==> config.mk <==
export PLATFORM = sky130hd
export DESIGN_NAME = snn_lif_layer_flat
export DESIGN_NICKNAME = d
export VERILOG_FILES = /design/src/rtl/snn_lif_layer_if.sv /design/src/rtl/snn_lif_layer.sv /design/src/flat_wrapper.sv
export SDC_FILE = /design/constraint.sdc
export NUM_CORES = 1
export LEC_CHECK = 0
export ABC_CLOCK_PERIOD_IN_PS = 9200
export BUFFER_PORTS_ARGS = -buffer_cell sky130_fd_sc_hd__buf_2
export CAP_MARGIN = 15
export CORE_ASPECT_RATIO = 2
export CORE_MARGIN = 2
export CORE_UTILIZATION = 58
export CTS_BUF_LIST = sky130_fd_sc_hd__clkbuf_2 sky130_fd_sc_hd__clkbuf_4 sky130_fd_sc_hd__clkbuf_8
export DETAILED_ROUTE_END_ITERATION = 16
export PLACE_DENSITY = 0.76
export REMOVE_ABC_BUFFERS = 1
export SLEW_MARGIN = 0
export SYNTH_ARGS = -nofsm -noshare
export SYNTH_HDL_FRONTEND = slang
export SYNTH_SLANG_ARGS = --single-unit
==> constraint.sdc <==
create_clock -name clk -period 9.2 [get_ports clk]
set_input_delay 2.76 -clock clk [delete_from_list [all_inputs] [get_ports clk]]
set_output_delay 2.76 -clock clk [all_outputs]
set_load 0.01 [all_outputs]
==> src/rtl/snn_lif_layer_if.sv <==
// snn_lif_layer_if: input/output handshakes, reward pulse and weight port of snn_lif_layer
interface snn_lif_layer_if #(
    parameter int N_IN = 2,
    parameter int N_OUT = 2,
    parameter int WIDTH = 4,
    parameter int WW = 4,
    parameter int IW = (N_IN * N_OUT > 1) ? $clog2(N_IN * N_OUT) : 1
);
    logic in_valid;
    logic in_ready;
    logic [N_IN*WIDTH-1:0] in_data;
    logic out_valid;
    logic out_ready;
    logic [N_OUT-1:0] out_spike;
    logic reward_valid;
    logic reward_sign;
    logic w_we;
    logic [IW-1:0] w_addr;
    logic [WW-1:0] w_wdata;
    logic [WW-1:0] w_rdata;
    modport master(output in_valid, in_data, out_ready, reward_valid, reward_sign, w_we, w_addr, w_wdata,
                   input in_ready, out_valid, out_spike, w_rdata);
    modport slave(input in_valid, in_data, out_ready, reward_valid, reward_sign, w_we, w_addr, w_wdata,
                  output in_ready, out_valid, out_spike, w_rdata);
endinterface

==> src/rtl/snn_lif_layer.sv <==
// snn_lif_layer: layer of leaky integrate-and-fire neurons with refractory period and weight port.
// Reward-modulated learning (traces, pending flag, REWARD state) is built only when SNN_REWARD_EN is defined.
module snn_lif_layer #(
    parameter int N_IN = 2,
    parameter int N_OUT = 2,
    parameter int WIDTH = 4,
    parameter int VW = 8,
    parameter int WW = 4,
    parameter int W_INIT = 1,
    parameter int THRESH = 16,
    parameter int LEAK_SHIFT = 2,
    parameter int REFRAC = 2,
    parameter int TRACE = 3
) (
    input logic clk,
    input logic rst,
    snn_lif_layer_if.slave bus
);
    localparam int NW = N_IN * N_OUT;
    localparam int IW = NW > 1 ? $clog2(NW) : 1;
    localparam int KW = N_IN > 1 ? $clog2(N_IN) : 1;
    localparam int AW = WIDTH + WW + $clog2(N_IN) + 1;
    localparam int SW = (AW > VW ? AW : VW) + 2;
    localparam int RW = $clog2(REFRAC + 2);
    localparam int TW = $clog2(TRACE + 2);
    localparam logic [VW-1:0] TH = VW'(THRESH);
    localparam logic signed [SW-1:0] VMAX = SW'((1 << VW) - 1);
    localparam logic signed [WW-1:0] WMAX = {1'b0, {(WW-1){1'b1}}};
    localparam logic signed [WW-1:0] WMIN = {1'b1, {(WW-1){1'b0}}};

    typedef enum logic [2:0] {IDLE, ACC, FIRE, OUT, REWARD} state_t;
    state_t state;
    logic [N_IN*WIDTH-1:0] data;
    logic [KW-1:0] k;
    logic signed [AW-1:0] xin;
    logic signed [WW-1:0] w [NW];
    logic [N_OUT-1:0] spike;
    logic pending, sign, go;

    assign go = state == IDLE && !pending && bus.in_valid;
    assign xin = AW'(data[k*WIDTH +: WIDTH]);
    assign bus.in_ready = state == IDLE;
    assign bus.out_valid = state == OUT;
    assign bus.out_spike = spike;
    assign bus.w_rdata = w[bus.w_addr];

    always_ff @(posedge clk or posedge rst)
        if (rst) begin
            state <= IDLE;
            data <= '0;
            k <= '0;
        end else begin
            if (go) data <= bus.in_data;
            k <= state == ACC ? k + KW'(1) : '0;
            case (state)
                IDLE: state <= pending ? REWARD : bus.in_valid ? ACC : IDLE;
                ACC: state <= k == KW'(N_IN - 1) ? FIRE : ACC;
                FIRE: state <= OUT;
                OUT: state <= bus.out_ready ? IDLE : OUT;
                default: state <= IDLE;
            endcase
        end

`ifdef SNN_REWARD_EN
    logic [TW-1:0] pre [N_IN];
    logic [TW-1:0] post [N_OUT];
    // Several pulses before service collapse into one; the last sign wins.
    always_ff @(posedge clk or posedge rst)
        if (rst) begin
            pending <= 1'b0;
            sign <= 1'b0;
        end else if (bus.reward_valid) begin
            pending <= 1'b1;
            sign <= bus.reward_sign;
        end else if (state == REWARD) pending <= 1'b0;
    for (genvar i = 0; i < N_IN; i++) begin : g_pre
        logic [TW-1:0] t;
        always_ff @(posedge clk or posedge rst)
            if (rst) t <= '0;
            else if (state == FIRE) t <= |data[i*WIDTH +: WIDTH] ? TW'(TRACE) : t - TW'(|t);
        assign pre[i] = t;
    end
`else
    logic unused_reward;
    assign unused_reward = bus.reward_valid ^ bus.reward_sign;
    assign pending = 1'b0;
    assign sign = 1'b0;
`endif

    for (genvar j = 0; j < N_OUT; j++) begin : g_n
        logic signed [AW-1:0] acc, prod, wext;
        logic signed [SW-1:0] sum;
        logic [VW-1:0] v, leaked, v_nxt;
        logic [RW-1:0] refrac;
        logic [IW-1:0] idx;
        logic spk, fire;
        assign idx = IW'(j * N_IN) + IW'(k);
        assign wext = AW'(w[idx]);
        assign prod = xin * wext;
        assign leaked = v - (v >> LEAK_SHIFT);
        assign sum = $signed(SW'(leaked)) + SW'(acc);
        // Refractory neurons only leak; their input for this step is dropped.
        assign v_nxt = |refrac ? leaked : sum[SW-1] ? '0 : sum > VMAX ? '1 : sum[VW-1:0];
        assign fire = ~|refrac && v_nxt >= TH;
        assign spike[j] = spk;
        always_ff @(posedge clk or posedge rst)
            if (rst) begin
                acc <= '0;
                v <= '0;
                refrac <= '0;
                spk <= 1'b0;
            end else if (state == FIRE) begin
                v <= fire ? '0 : v_nxt;
                refrac <= fire ? RW'(REFRAC) : refrac - RW'(|refrac);
                spk <= fire;
            end else if (state == ACC) acc <= acc + prod;
            else if (go) acc <= '0;
`ifdef SNN_REWARD_EN
        logic [TW-1:0] pt;
        always_ff @(posedge clk or posedge rst)
            if (rst) pt <= '0;
            else if (state == FIRE) pt <= fire ? TW'(TRACE) : pt - TW'(|pt);
        assign post[j] = pt;
`endif
    end

    for (genvar n = 0; n < NW; n++) begin : g_w
        logic signed [WW-1:0] r;
        logic up;
`ifdef SNN_REWARD_EN
        assign up = state == REWARD && |pre[n % N_IN] && |post[n / N_IN];
`else
        assign up = 1'b0;
`endif
        // A port write beats a simultaneous reward update to the same weight.
        always_ff @(posedge clk or posedge rst)
            if (rst) r <= WW'(W_INIT);
            else if (bus.w_we && bus.w_addr == IW'(n)) r <= bus.w_wdata;
            else if (up) r <= sign ? (r == WMAX ? r : r + WW'(1)) : (r == WMIN ? r : r - WW'(1));
        assign w[n] = r;
    end
endmodule

==> src/flat_wrapper.sv <==
// flat-port wrapper written by rule: the top's interface ports become plain ports
module snn_lif_layer_flat 
#(
    parameter int N_IN = 2,
    parameter int N_OUT = 2,
    parameter int WIDTH = 4,
    parameter int VW = 8,
    parameter int WW = 4,
    parameter int W_INIT = 1,
    parameter int THRESH = 16,
    parameter int LEAK_SHIFT = 2,
    parameter int REFRAC = 2,
    parameter int TRACE = 3
)
  (clk, rst, bus_in_valid, bus_in_data, bus_out_ready, bus_reward_valid, bus_reward_sign, bus_w_we, bus_w_addr, bus_w_wdata, bus_in_ready, bus_out_valid, bus_out_spike, bus_w_rdata);
  snn_lif_layer_if #(.N_IN(N_IN), .N_OUT(N_OUT), .WIDTH(WIDTH), .WW(WW)) bus_i ();
  input logic clk;
  input logic rst;
  input wire logic [$bits(bus_i.in_valid)-1:0] bus_in_valid;
  input wire logic [$bits(bus_i.in_data)-1:0] bus_in_data;
  input wire logic [$bits(bus_i.out_ready)-1:0] bus_out_ready;
  input wire logic [$bits(bus_i.reward_valid)-1:0] bus_reward_valid;
  input wire logic [$bits(bus_i.reward_sign)-1:0] bus_reward_sign;
  input wire logic [$bits(bus_i.w_we)-1:0] bus_w_we;
  input wire logic [$bits(bus_i.w_addr)-1:0] bus_w_addr;
  input wire logic [$bits(bus_i.w_wdata)-1:0] bus_w_wdata;
  output wire logic [$bits(bus_i.in_ready)-1:0] bus_in_ready;
  output wire logic [$bits(bus_i.out_valid)-1:0] bus_out_valid;
  output wire logic [$bits(bus_i.out_spike)-1:0] bus_out_spike;
  output wire logic [$bits(bus_i.w_rdata)-1:0] bus_w_rdata;
  assign bus_i.in_valid = bus_in_valid;
  assign bus_i.in_data = bus_in_data;
  assign bus_i.out_ready = bus_out_ready;
  assign bus_i.reward_valid = bus_reward_valid;
  assign bus_i.reward_sign = bus_reward_sign;
  assign bus_i.w_we = bus_w_we;
  assign bus_i.w_addr = bus_w_addr;
  assign bus_i.w_wdata = bus_w_wdata;
  assign bus_in_ready = bus_i.in_ready;
  assign bus_out_valid = bus_i.out_valid;
  assign bus_out_spike = bus_i.out_spike;
  assign bus_w_rdata = bus_i.w_rdata;
  snn_lif_layer #(.N_IN(N_IN), .N_OUT(N_OUT), .WIDTH(WIDTH), .VW(VW), .WW(WW), .W_INIT(W_INIT), .THRESH(THRESH), .LEAK_SHIFT(LEAK_SHIFT), .REFRAC(REFRAC), .TRACE(TRACE)) u_core (.clk(clk), .rst(rst), .bus(bus_i));
endmodule
# Word level (Yosys, flattened, before mapping)
# Cells that the tools add are included.
[classes]
n_shift = 1
n_addsub = 10
mux = 27
eq_ne = 6
n_mul = 2
n_bitwise = 4
div = 0
reduce_logical = 15
magnitude_cmp = 7
[ops]
columns = ["op", "count"]
rows = [
  ["$mux W8", 8],
  ["$mux W10", 3],
  ["$bmux W4 S2", 3],
  ["$gt A12 B9 Y1 const B", 2],
  ["$mux W4", 6],
  ["$add A9 B10 Y11", 2],
  ["$add A10 B9 Y10", 2],
  ["$mul A5 B4 Y9", 2],
  ["$ge A8 B5 Y1 const B", 2],
  ["$sub A8 B6 Y8", 2],
  ["$pmux W3 S4", 1],
  ["$ge A3 B3 Y1 const B", 3],
  ["$mux W2", 4],
  ["$shiftx A8 B4 Y4", 1],
  ["$logic_and A1 B1 Y1", 7],
  ["$eq A3 B2 Y1 const B", 2],
  ["$not A2 Y3", 2],
  ["$eq A2 B2 Y1 const B", 2],
  ["$reduce_or A2 Y1", 2],
  ["$sub A2 B1 Y2", 2],
  ["$eq A3 B1 Y1 const B", 1],
  ["$logic_not A3 Y1", 1],
  ["$not A1 Y3", 1],
  ["$add A2 B1 Y2 const A", 1],
  ["other kinds (8)", 10],
]
[totals]
mem_bits_rw = 0
out_inout_bits = 8
ff_bits = 70
mem_bits_ro = 0
memories = 0
latch_bits = 0

# Logic depth before layout (Yosys ltp)
# Gate-level depths: netlist (run 1).
[depth]
depth_word = 9
depth_mapped = 18

# Least setup slack after synthesis (run 1)
# OpenSTA, ideal clock, no wires.
[synth_timing]
path_kind = "input to output"
from = "input bus_w_addr[0]"
to = "output bus_w_rdata[0]"
path_buffers = 1
slack_ps = 2795
arrival_time_ps = 3645
path_stages = 2
required_ps = 6440
path_cell_list = "clkbuf_1 > mux4_2"
[synth_between]
elab_chain_cells = 4
[synth_lines]
columns = ["item", "line_no", "text"]
rows = [
  ["from (decl)", "flat_wrapper.sv:25", "input wire logic [$bits(bus_i.w_addr)-1:0] bus_w_addr;"],
  ["$not A2 Y3 (implied by the code)", "snn_lif_layer.sv:45", "assign bus.w_rdata = w[bus.w_addr];"],
  ["$bmux W4 S2", "snn_lif_layer.sv:45", ""],
  ["$mux W4 (implied by the code) (2 in a row)", "snn_lif_layer.sv:45", ""],
  ["to (decl)", "flat_wrapper.sv:30", "output wire logic [$bits(bus_i.w_rdata)-1:0] bus_w_rdata;"],
]
# No other way between the ends. The select of a mux whose other input is x is not followed.

# Final worst setup path (run 1)
[layout_timing]
from = "input bus_w_addr[0]"
to = "output bus_w_rdata[1]"
# Same word-level chain as after synthesis.

==> results.sh, run 1 <==
export IMPL_syn_to_final_growth_pct=5.97
export IMPL_path_cells="buf_2 -> mux4_2 -> buf_2"
export IMPL_rows=53
export IMPL_critical_path_endpoint_type="primary output"
export IMPL_ctsResizeCount=0
export IMPL_drt_first_pass_iters=6
export IMPL_register_area_sq_um=1730
export IMPL_crit_top_cell="buf_2"
export IMPL_min_path_type="reg2reg"
export IMPL_crit_type="in2out"
export IMPL_synth_edf_count=0
export IMPL_drive_gt1_share_pct=16.2
export IMPL_grt_ovfl_total=0
export IMPL_viasPerCell=6.23
export IMPL_cp_required_ns=6.44
export IMPL_period_needed_ns=6.39
export IMPL_track_usage_pct=26.0
export IMPL_rrSetupSlack_ns=4.18
export IMPL_clk_path_buf_depth=2
export IMPL_cts_hold_fix_buffers=0
export IMPL_dp_hpwl_um=11200
export IMPL_initialDrtViolationCount=219
export IMPL_fin_crit_sh_pct=69.5
export IMPL_first_global_vias=5292
export IMPL_setup_tns_ns=0
export IMPL_grt_pass1_wl_um=24000
export IMPL_fin_skew_ns=0.0156
export IMPL_synth_avg_cell_area_sq_um=9.78
export IMPL_clkLatencyLatePin_ns=0.36
export IMPL_port_buffers=26
export IMPL_nNetsFinal=773
export IMPL_drt_wl_total_um=14100
export IMPL_stdcell_count=797
export IMPL_syn_area_sq_um=6290
export IMPL_rsz0062_at_grt="false"
export IMPL_start_kind="primary input"
export IMPL_initial_utilization_pct=59.6
export IMPL_globalplace_congestion=0.971
export IMPL_fill_cells=868
export IMPL_setup_violations=0
export IMPL_cp_num_buf_inv=2
export IMPL_multi_input_area_sq_um=4110
export IMPL_fmax_mhz=156
export IMPL_hold_viol_final=0
export IMPL_die_area_sq_um=11700
export IMPL_async_flop_share_pct=100
export IMPL_die_h_um=151
export IMPL_seq_area_frac_synth_pct=27.5
export IMPL_cts_tree="built"
export IMPL_crit_path_top_delay_cell="mux4_2"
export IMPL_ys_types=78
export IMPL_drv_cap=0
export IMPL_ys_ff_latch=69
export IMPL_pin_count=29
export IMPL_antenna_left=0
export IMPL_num_antenna_cells=0
export IMPL_cts_buffers=9
export IMPL_die_x_um=77.6
export IMPL_grt_max_degree=70
export IMPL_synth_ff_type="dfrtp_1"
export IMPL_worst_ep_arrival_time_ns=3.63
export IMPL_cts_sinks=69
export IMPL_slowest_delay_ns=0.53
export IMPL_grt_antenna_before_repair=0
export IMPL_drc=0
export IMPL_htreeDepth=3
export IMPL_vias=4968
export IMPL_clkTransAtPathRegs_ns=0.07
export IMPL_crit_family="multiplexers"
export IMPL_cts_root_buf="clkbuf_8"
export IMPL_post_route_util_pct=63.2
export IMPL_status="finished, final reports clean"
export IMPL_synth_cells=643
export IMPL_postCtsSetupRepairBufs=0
export IMPL_ys_warn_count=0
export IMPL_critPathMaxFanout=8
export IMPL_coreArea_sq_um=10500
export IMPL_slew_headroom_pct=41.8
export IMPL_avgRoutedWirePerCell_um=17.7
export IMPL_worst_pin_slew_ns=0.873
export IMPL_dp_cells=782
export IMPL_slew_viol_final=0
per-layer routing:
metal	wire length (um)	track usage (%)	up-vias
li1	-	-	2315
met3	371	3.99	59
met5	0	0	-
met2	8000	50.0	122
met4	654	15.8	0
met1	5080	25.4	2472
tightest hold or removal path, stage by stage, from the launching register on:
cell	delay, ns
dfrtp_1	0.34
nand2_1	0.05
o31ai_1	0.06
cell families (layout without fill, tap and decap cells):
logic type / count (synthesis) / in the layout / synth area share [%]
compound gates: 169 / 169 / 20.9
xor+xnor: 35 / 35 / 4.88
fa+ha+maj: 96 / 96 / 22.2
buf+inv: 109 / 126 / 7.01
flops: 69 / 69 / 27.5
mux: 34 / 34 / 6.75
simple gates: 131 / 131 / 10.7
layout by cell type (no fill, tap or decap), types with 4 or more instances in the layout:
cell,n
a21boi_0,4
a21o_1,6
a21oi_1,32
a22o_1,23
a32o_1,13
a32oi_1,11
buf_2,26
buf_4,4
clkbuf_8,11
dfrtp_1,65
dfstp_2,4
fa_1,26
ha_1,70
inv_1,80
mux2_2,27
mux4_2,4
nand2_1,43
nand2b_1,6
nand3_1,8
nor2_1,24
nor2b_1,14
nor3_1,8
o21a_1,4
o21ai_0,22
o21bai_1,5
o31ai_1,5
or2_2,4
xnor2_1,28
xor2_1,7
synthesized netlist by cell type, types with 3 or more instances:
| library cell | number | area (sq um) |
|---|---|---|
| mux4_2 | 4 | 90.1 |
| nand2_1 | 43 | 161 |
| buf_4 | 4 | 30.0 |
| o31ai_1 | 5 | 37.5 |
| a32o_1 | 13 | 130 |
| inv_1 | 81 | 304 |
| o21bai_1 | 5 | 37.5 |
| o41ai_1 | 3 | 26.3 |
| xor2_1 | 7 | 61.3 |
| dfrtp_1 | 65 | 1630 |
| o21a_1 | 4 | 30.0 |
| a22o_1 | 23 | 201 |
| clkbuf_1 | 17 | 63.8 |
| nor2_1 | 24 | 90.1 |
| a21oi_1 | 32 | 160 |
| xnor2_1 | 28 | 245 |
| and2_1 | 3 | 18.8 |
| a211oi_1 | 3 | 22.5 |
| ha_1 | 70 | 876 |
| mux2_2 | 27 | 304 |
| a21boi_0 | 4 | 30.0 |
| dfstp_2 | 4 | 105 |
| o21ai_2 | 3 | 26.3 |
| o221ai_1 | 3 | 26.3 |
| mux2i_1 | 3 | 30.0 |
| buf_1 | 4 | 15.0 |
| o21ai_0 | 22 | 110 |
| nand2b_1 | 6 | 37.5 |
| nor3_1 | 8 | 40.0 |
| fa_1 | 26 | 521 |
| a21o_1 | 6 | 45.0 |
| nand3_1 | 8 | 40.0 |
| or2_2 | 4 | 25.0 |
| a32oi_1 | 11 | 96.3 |
| nor2b_1 | 14 | 87.6 |
through the flow:
step                      hold WS [ns]  area, sq um  worst slack (ns)
after detailed placement         0.483         6480              2.82
final                            0.488         6660              2.81
after CTS                        0.498         6660              2.81
after floorplan                  0.443         6150              3.17
after global placement           0.465         6480              2.83
after global routing             0.536         6660              2.77
path summary, 6_finish.rpt:
path,depth (start not counted),to,startpoint
setup / recovery,3,bus_w_rdata[1],bus_w_addr[0]
hold / removal,2,u_core.g_n[0].v[0]$_DFFE_PP0P_,u_core.g_n[0].v[0]$_DFFE_PP0P_
setup reg to reg,15,u_core.g_n[1].acc[9]$_DFFE_PP0P_,u_core.k$_DFF_PP0_
hold reg to reg,2,u_core.g_n[0].v[0]$_DFFE_PP0P_,u_core.g_n[0].v[0]$_DFFE_PP0P_
max in group asynchronous,3,u_core.g_w[0].r[1]$_DFFE_PP0P_,rst
min in group asynchronous,3,u_core.state[1]$_DFF_PP0_,rst
area by class of cell:
type / count / area share, %
multi-input cells: 465 / 61.8
flip-flops and latches: 69 / 26.0
inverters: 81 / 4.56
well taps: 137 / 2.57
repair buffers: 30 / 2.40
clock buffers: 12 / 2.39
clock inverters: 3 / 0.319
state kept, by name (all words and copies together) (netlist names):
register	cells
u_core.g_n.refrac	4
u_core.data	8
u_core.g_n.acc	20
u_core.g_n.v	16
u_core.k	1
u_core.g_w.r	16
u_core.state	2
u_core.g_n.spk	2
Power of run 1 is left out: the tool's default activity adds up to more than one toggle a clock period on the data nets, which glitch-free logic cannot reach.
==> run 2: changes to the inputs <==
--- a/config.mk
+++ b/config.mk
@@ -5,7 +5,8 @@
 export SDC_FILE = /design/constraint.sdc
 export NUM_CORES = 1
 export LEC_CHECK = 0
-export ABC_CLOCK_PERIOD_IN_PS = 9200
+export ABC_AREA = 1
+export ABC_CLOCK_PERIOD_IN_PS = 6520
 export BUFFER_PORTS_ARGS = -buffer_cell sky130_fd_sc_hd__buf_2
 export CAP_MARGIN = 15
 export CORE_ASPECT_RATIO = 2
==> constraint.sdc (replaced) <==
create_clock -name clk -period 6.52 [get_ports clk]
set_input_delay 1.956 -clock clk [delete_from_list [all_inputs] [get_ports clk]]
set_output_delay 1.956 -clock clk [all_outputs]
set_load 0.01 [all_outputs]
==> run 2 against run 1 <==
  * Area after synthesis shrank 1.3%
  * Clock skew decreased by 0.0038 ns
  * Sequential cell count unchanged
  * Register-to-register slack got worse by 2.8 ns
  * Design area shrank 0.23%
  * Die area down 1.2%
  * Setup slack worse by 1.5 ns
  * Critical path depth grew 16
  * Highest routed layer unchanged
==> results.sh, run 2 <==
export IMPL_clkTransAtPathRegs_ns=0.08
export IMPL_worst_pin_slew_ns=0.913
export IMPL_cts_hold_fix_buffers=0
export IMPL_synth_avg_cell_area_sq_um=7.50
export IMPL_fin_skew_ns=0.0118
export IMPL_die_h_um=150
export IMPL_multi_input_area_sq_um=3910
export IMPL_hold_start="u_core.g_n[0].spk$_DFFE_PP0P_"
export IMPL_drc=0
export IMPL_die_x_um=77.1
export IMPL_seq_area_frac_synth_pct=27.9
export IMPL_synth_edf_count=0
export IMPL_ctsResizeCount=0
export IMPL_nNetsFinal=973
export IMPL_ys_warn_count=0
export IMPL_dp_hpwl_um=11200
export IMPL_drive_gt1_share_pct=10.5
export IMPL_synth_cells=828
export IMPL_synth_ff_type="dfrtp_1"
export IMPL_yosysMostFrequentCell="nand2_1"
export IMPL_grt_max_degree=70
export IMPL_grt_pass1_wl_um=23400
export IMPL_drt_wl_total_um=13900
export IMPL_globalplace_congestion=0.879
export IMPL_regMostFlops="u_core.g_n.acc"
export IMPL_grt_antenna_before_repair=0
export IMPL_ys_types=39
export IMPL_crit_end="u_core.g_n[0].acc[8]$_DFFE_PP0P_"
export IMPL_slew_viol_final=0
export IMPL_postCtsSetupRepairBufs=0
export IMPL_vias=5394
export IMPL_setup_tns_ns=0
export IMPL_layout_common_cells="224 x nand2_1, 130 x inv_1, 70 x ha_1, 65 x dfrtp_1, 62 x o21ai_0"
export IMPL_num_antenna_cells=0
export IMPL_reg2reg_depth=19
export IMPL_clkLatencyLatePin_ns=0.35
export IMPL_syn_to_final_growth_pct=7.10
export IMPL_drv_cap=0
export IMPL_setup_violations=0
export IMPL_ys_ff_latch=69
export IMPL_largest_reg_flops=20
export IMPL_first_global_vias=5648
export IMPL_fill_cells=969
export IMPL_initial_utilization_pct=59.2
export IMPL_avgRoutedWirePerCell_um=13.9
export IMPL_port_buffers=26
export IMPL_dp_slack_ns=1.36
export IMPL_synth_top_area_cell="dfrtp_1"
export IMPL_crit_type="reg2reg"
export IMPL_cts_sinks=69
export IMPL_coreArea_sq_um=10500
export IMPL_crit_start="u_core.k$_DFF_PP0_"
export IMPL_crit_path_top_delay_cell="dfrtp_1"
export IMPL_drt_first_pass_iters=4
export IMPL_critPathMaxFanout=20
export IMPL_syn_area_sq_um=6210
export IMPL_top_regs="u_core.g_n.acc (20), u_core.g_n.v (16), u_core.g_w.r (16)"
export IMPL_rsz0062_at_grt="false"
export IMPL_cts_root_buf="clkbuf_8"
export IMPL_fmax_mhz=194
export IMPL_hold_viol_final=0
export IMPL_fin_crit_sh_pct=79.2
export IMPL_die_area_sq_um=11600
export IMPL_async_flop_share_pct=100
export IMPL_track_usage_pct=25.1
export IMPL_viasPerCell=5.40
export IMPL_cp_required_ns=6.72
export IMPL_cts_tree="built"
export IMPL_min_path_type="reg2reg"
export IMPL_synthTopCellsByArea="dfrtp_1 26%, ha_1 14%, nand2_1 14%, fa_1 8.4%, inv_1 7.9%"
export IMPL_worst_ep_arrival_time_ns=5.36
export IMPL_htreeDepth=3
export IMPL_status="finished, final reports clean"
export IMPL_critical_path_endpoint_type="flop"
export IMPL_synth_commonest_cells="224 x nand2_1, 131 x inv_1, 70 x ha_1"
export IMPL_final_setup_worst_slack_ns=1.36
export IMPL_regToRegEndpoint="u_core.g_n[0].acc[8]$_DFFE_PP0P_"
export IMPL_start_kind="flop"
export IMPL_antenna_left=0
export IMPL_rrSetupSlack_ns=1.36
export IMPL_pin_count=29
export IMPL_period_needed_ns=5.16
export IMPL_register_area_sq_um=1730
export IMPL_rows=53
export IMPL_clk_path_buf_depth=2
export IMPL_holdPathStages=2
export IMPL_final_common_cell="nand2_1"
export IMPL_slowest_delay_ns=0.75
export IMPL_initialDrtViolationCount=180
export IMPL_timing_rr_start="u_core.k$_DFF_PP0_"
export IMPL_grt_ovfl_total=0
export IMPL_slew_headroom_pct=39.2
export IMPL_cts_buffers=9
export IMPL_synth_top_area_share_pct=26.2
export IMPL_path_cells="inv_1 -> or2_2 -> o21ai_0 -> inv_1 -> nand2_1 -> fa_1 -> fa_1 -> fa_1 -> inv_1 -> fa_1 -> nand2_1 -> inv_1 -> o21ai_0 -> a21boi_0 -> nor2_1 -> nor2_1 -> nor2_1 -> xor2_1 -> o22ai_1"
[run 2: per-stage QoR]
step                      util (%)  std cells  hold slack (ns)  instance area [sq um]
after floorplan                  -        815            0.449                   6150
after global placement        61.8        982            0.459                   6480
after detailed placement      61.8        982            0.469                   6480
after CTS                     63.4        998            0.489                   6650
after global routing          63.4        998            0.517                   6650
final                         63.4        998            0.490                   6650
[run 2: area by class of cell]
cell class | count | share of cell area (%)
Multi-Input combinational cell | 612 | 58.9
Timing Repair Buffer | 30 | 2.41
Tap cell | 137 | 2.58
Clock buffer | 11 | 2.09
Inverter | 134 | 7.57
Clock inverter | 5 | 0.414
Sequential cell | 69 | 26.1
[run 2: cell families after synthesis]
logic type	count (synthesis)	share of synthesized area [%]
and+or+nand+nor	368	25.1
muxes	9	1.59
DFF	69	27.9
adders and majority gates	96	22.5
buffers and inverters	147	9.03
AOI/OAI and AO/OA	113	10.2
xor gates and xnor gates	26	3.67
[run 2: worst min path at each step]
stage                                endpoint  slack, ns
2_1_floorplan  u_core.g_n[1].v[0]$_DFFE_PP0P_       0.45
3_3_place_gp    u_core.g_n[0].spk$_DFFE_PP0P_       0.46
3_5_place_dp    u_core.g_n[0].spk$_DFFE_PP0P_       0.47
4_1_cts         u_core.g_n[0].spk$_DFFE_PP0P_       0.49
5_1_grt        u_core.g_w[3].r[2]$_DFFE_PP0P_       0.52
6_report        u_core.g_n[0].spk$_DFFE_PP0P_       0.49
[run 2: per-layer routing]
layer / share of wire, % / vias up / global-route usage [%]
met5: 0 / - / 0
met4: 4.0 / 0 / 13.6
met3: 2.4 / 43 / 3.24
met2: 58 / 115 / 51.6
met1: 35 / 2547 / 22.9
li1: - / 2689 / -
[run 2: worst max-delay path, delay by kind of cell, from the launching register on]
family,cells,cell delay (ns)
compound gates,4,0.65
fa+ha+maj,4,1.99
buf+inv,4,0.58
xor+xnor,1,0.17
flops,1,0.75
simple gates,6,0.86
Power of run 2 is left out for the same reason.
==> run 3: changes to the inputs <==
--- a/config.mk
+++ b/config.mk
@@ -6,7 +6,7 @@
 export NUM_CORES = 1
 export LEC_CHECK = 0
 export ABC_AREA = 1
-export ABC_CLOCK_PERIOD_IN_PS = 6520
+export ABC_CLOCK_PERIOD_IN_PS = 5160
 export BUFFER_PORTS_ARGS = -buffer_cell sky130_fd_sc_hd__buf_2
 export CAP_MARGIN = 15
 export CORE_ASPECT_RATIO = 2
==> constraint.sdc (replaced) <==
create_clock -name clk -period 5.16 [get_ports clk]
set_input_delay 1.548 -clock clk [delete_from_list [all_inputs] [get_ports clk]]
set_output_delay 1.548 -clock clk [all_outputs]
set_load 0.01 [all_outputs]
==> run 3 against run 2 <==
  * Sequential share of layout area decreased by 0.35 points
  * Hold slack got worse by 0.015 ns
  * Sequential cell count unchanged
  * Clock skew decreased by 0.0022 ns
  * Via count decreased by 0.61%
  * Setup slack got worse by 0.73 ns
  * Routed wire length decreased by 0.75%
  * Count of clock-buffer cells in the layout decreased by 1
  * Highest routed layer unchanged
==> results.sh, run 3 (synthesis results as in run 2) <==
export IMPL_die_area_sq_um=11600
export IMPL_avgRoutedWirePerCell_um=13.7
export IMPL_num_antenna_cells=0
export IMPL_initial_utilization_pct=59.2
export IMPL_layout_common_cells="224 x nand2_1, 130 x inv_1, 70 x ha_1, 65 x dfrtp_1, 62 x o21ai_0"
export IMPL_period_needed_ns=4.53
export IMPL_top_regs="u_core.g_n.acc (20), u_core.g_n.v (16), u_core.g_w.r (16)"
export IMPL_cp_required_ns=5.36
export IMPL_setup_tns_ns=0
export IMPL_fin_skew_ns=0.00956
export IMPL_rsz0062_at_grt="false"
export IMPL_clk_path_buf_depth=2
export IMPL_holdPathStages=2
export IMPL_syn_to_final_growth_pct=8.55
export IMPL_start_kind="flop"
export IMPL_worst_pin_slew_ns=0.834
export IMPL_rows=53
export IMPL_port_buffers=26
export IMPL_cts_buffers=9
export IMPL_grt_pass1_wl_um=23500
export IMPL_drc=0
export IMPL_viasPerCell=5.34
export IMPL_slew_headroom_pct=44.3
export IMPL_cts_sinks=69
export IMPL_vias=5361
export IMPL_grt_antenna_before_repair=0
export IMPL_drv_cap=0
export IMPL_postCtsSetupRepairBufs=0
export IMPL_cts_tree="built"
export IMPL_globalplace_congestion=0.875
export IMPL_regMostFlops="u_core.g_n.acc"
export IMPL_critical_path_endpoint_type="flop"
export IMPL_drt_first_pass_iters=5
export IMPL_critPathMaxFanout=15
export IMPL_first_global_vias=5632
export IMPL_die_x_um=77.1
export IMPL_coreArea_sq_um=10500
export IMPL_hold_viol_final=0
export IMPL_track_usage_pct=25.3
export IMPL_drt_wl_total_um=13800
export IMPL_largest_reg_flops=20
export IMPL_drive_gt1_share_pct=11.0
export IMPL_die_h_um=150
export IMPL_status="finished, final reports clean"
export IMPL_min_path_type="reg2reg"
export IMPL_grt_max_degree=39
export IMPL_reg2reg_depth=18
export IMPL_ctsResizeCount=0
export IMPL_clkTransAtPathRegs_ns=0.08
export IMPL_pin_count=29
export IMPL_fin_crit_sh_pct=87.9
export IMPL_final_common_cell="nand2_1"
export IMPL_fmax_mhz=221
export IMPL_grt_ovfl_total=0
export IMPL_clkLatencyLatePin_ns=0.35
export IMPL_worst_ep_arrival_time_ns=4.73
export IMPL_initialDrtViolationCount=204
export IMPL_antenna_left=0
export IMPL_dp_hpwl_um=11200
export IMPL_slew_viol_final=0
export IMPL_cts_root_buf="clkbuf_8"
export IMPL_rrSetupSlack_ns=0.63
export IMPL_htreeDepth=3
export IMPL_setup_violations=0
export IMPL_crit_type="reg2reg"
export IMPL_cts_hold_fix_buffers=0
export IMPL_nNetsFinal=978
-- run 3: cell type report --
cell class | instances | area (sq um)
multi-input cells | 612 | 3910
clock inverters | 6 | 87.6
repair buffers | 35 | 198
inverters | 134 | 503
clock buffers | 10 | 131
flip-flops and latches | 69 | 1730
well taps | 137 | 171
fillers | 950 | 3740
-- run 3: worst paths after layout --
path | endpoint | start
max reg2reg | u_core.g_n[0].acc[8]$_DFFE_PP0P_ | u_core.k$_DFF_PP0_
min in group asynchronous | u_core.g_n[0].v[2]$_DFFE_PP0P_ | rst
max | u_core.g_n[0].acc[8]$_DFFE_PP0P_ | u_core.k$_DFF_PP0_
min reg2reg | u_core.g_n[0].spk$_DFFE_PP0P_ | u_core.g_n[0].spk$_DFFE_PP0P_
min | u_core.g_n[0].spk$_DFFE_PP0P_ | u_core.g_n[0].spk$_DFFE_PP0P_
max in group asynchronous | u_core.g_w[0].r[0]$_DFFE_PP1P_ | rst
-- run 3: critical path: stages (launching register included) --
cell and delay [ns]:
dfrtp_1 0.44, buf_4 0.21, o21ai_0 0.38, inv_1 0.24, nand2_1 0.14, fa_1 0.42, fa_1 0.51, fa_1 0.54
inv_1 0.06, fa_1 0.44, nand2_1 0.08, inv_1 0.05, o21ai_0 0.19, a21boi_0 0.15, nor2_1 0.13, nor2_1 0.05
nor2_1 0.12, xor2_1 0.15, o22ai_1 0.07
-- run 3: per-stage QoR --
stage	hold WS (ns)	cells	area, sq um	worst slack (ns)	utilization [%]
floorplan	0.449	815	6150	0.778	-
global placement	0.458	987	6520	0.677	62.2
detailed placement	0.462	987	6520	0.590	62.2
CTS	0.482	1003	6740	0.580	64.3
global route	0.517	1003	6740	0.194	64.3
finish	0.475	1003	6740	0.626	64.3
-- run 3: metal layers --
metal | part of all wire (%) | vias to the layer above | GRT usage, %
li1 | - | 2697 | -
met1 | 36 | 2528 | 24.1
met2 | 59 | 101 | 52.0
met3 | 2.1 | 35 | 2.88
met4 | 2.8 | 0 | 11.5
met5 | 0 | - | 0
Power of run 3 is left out for the same reason.
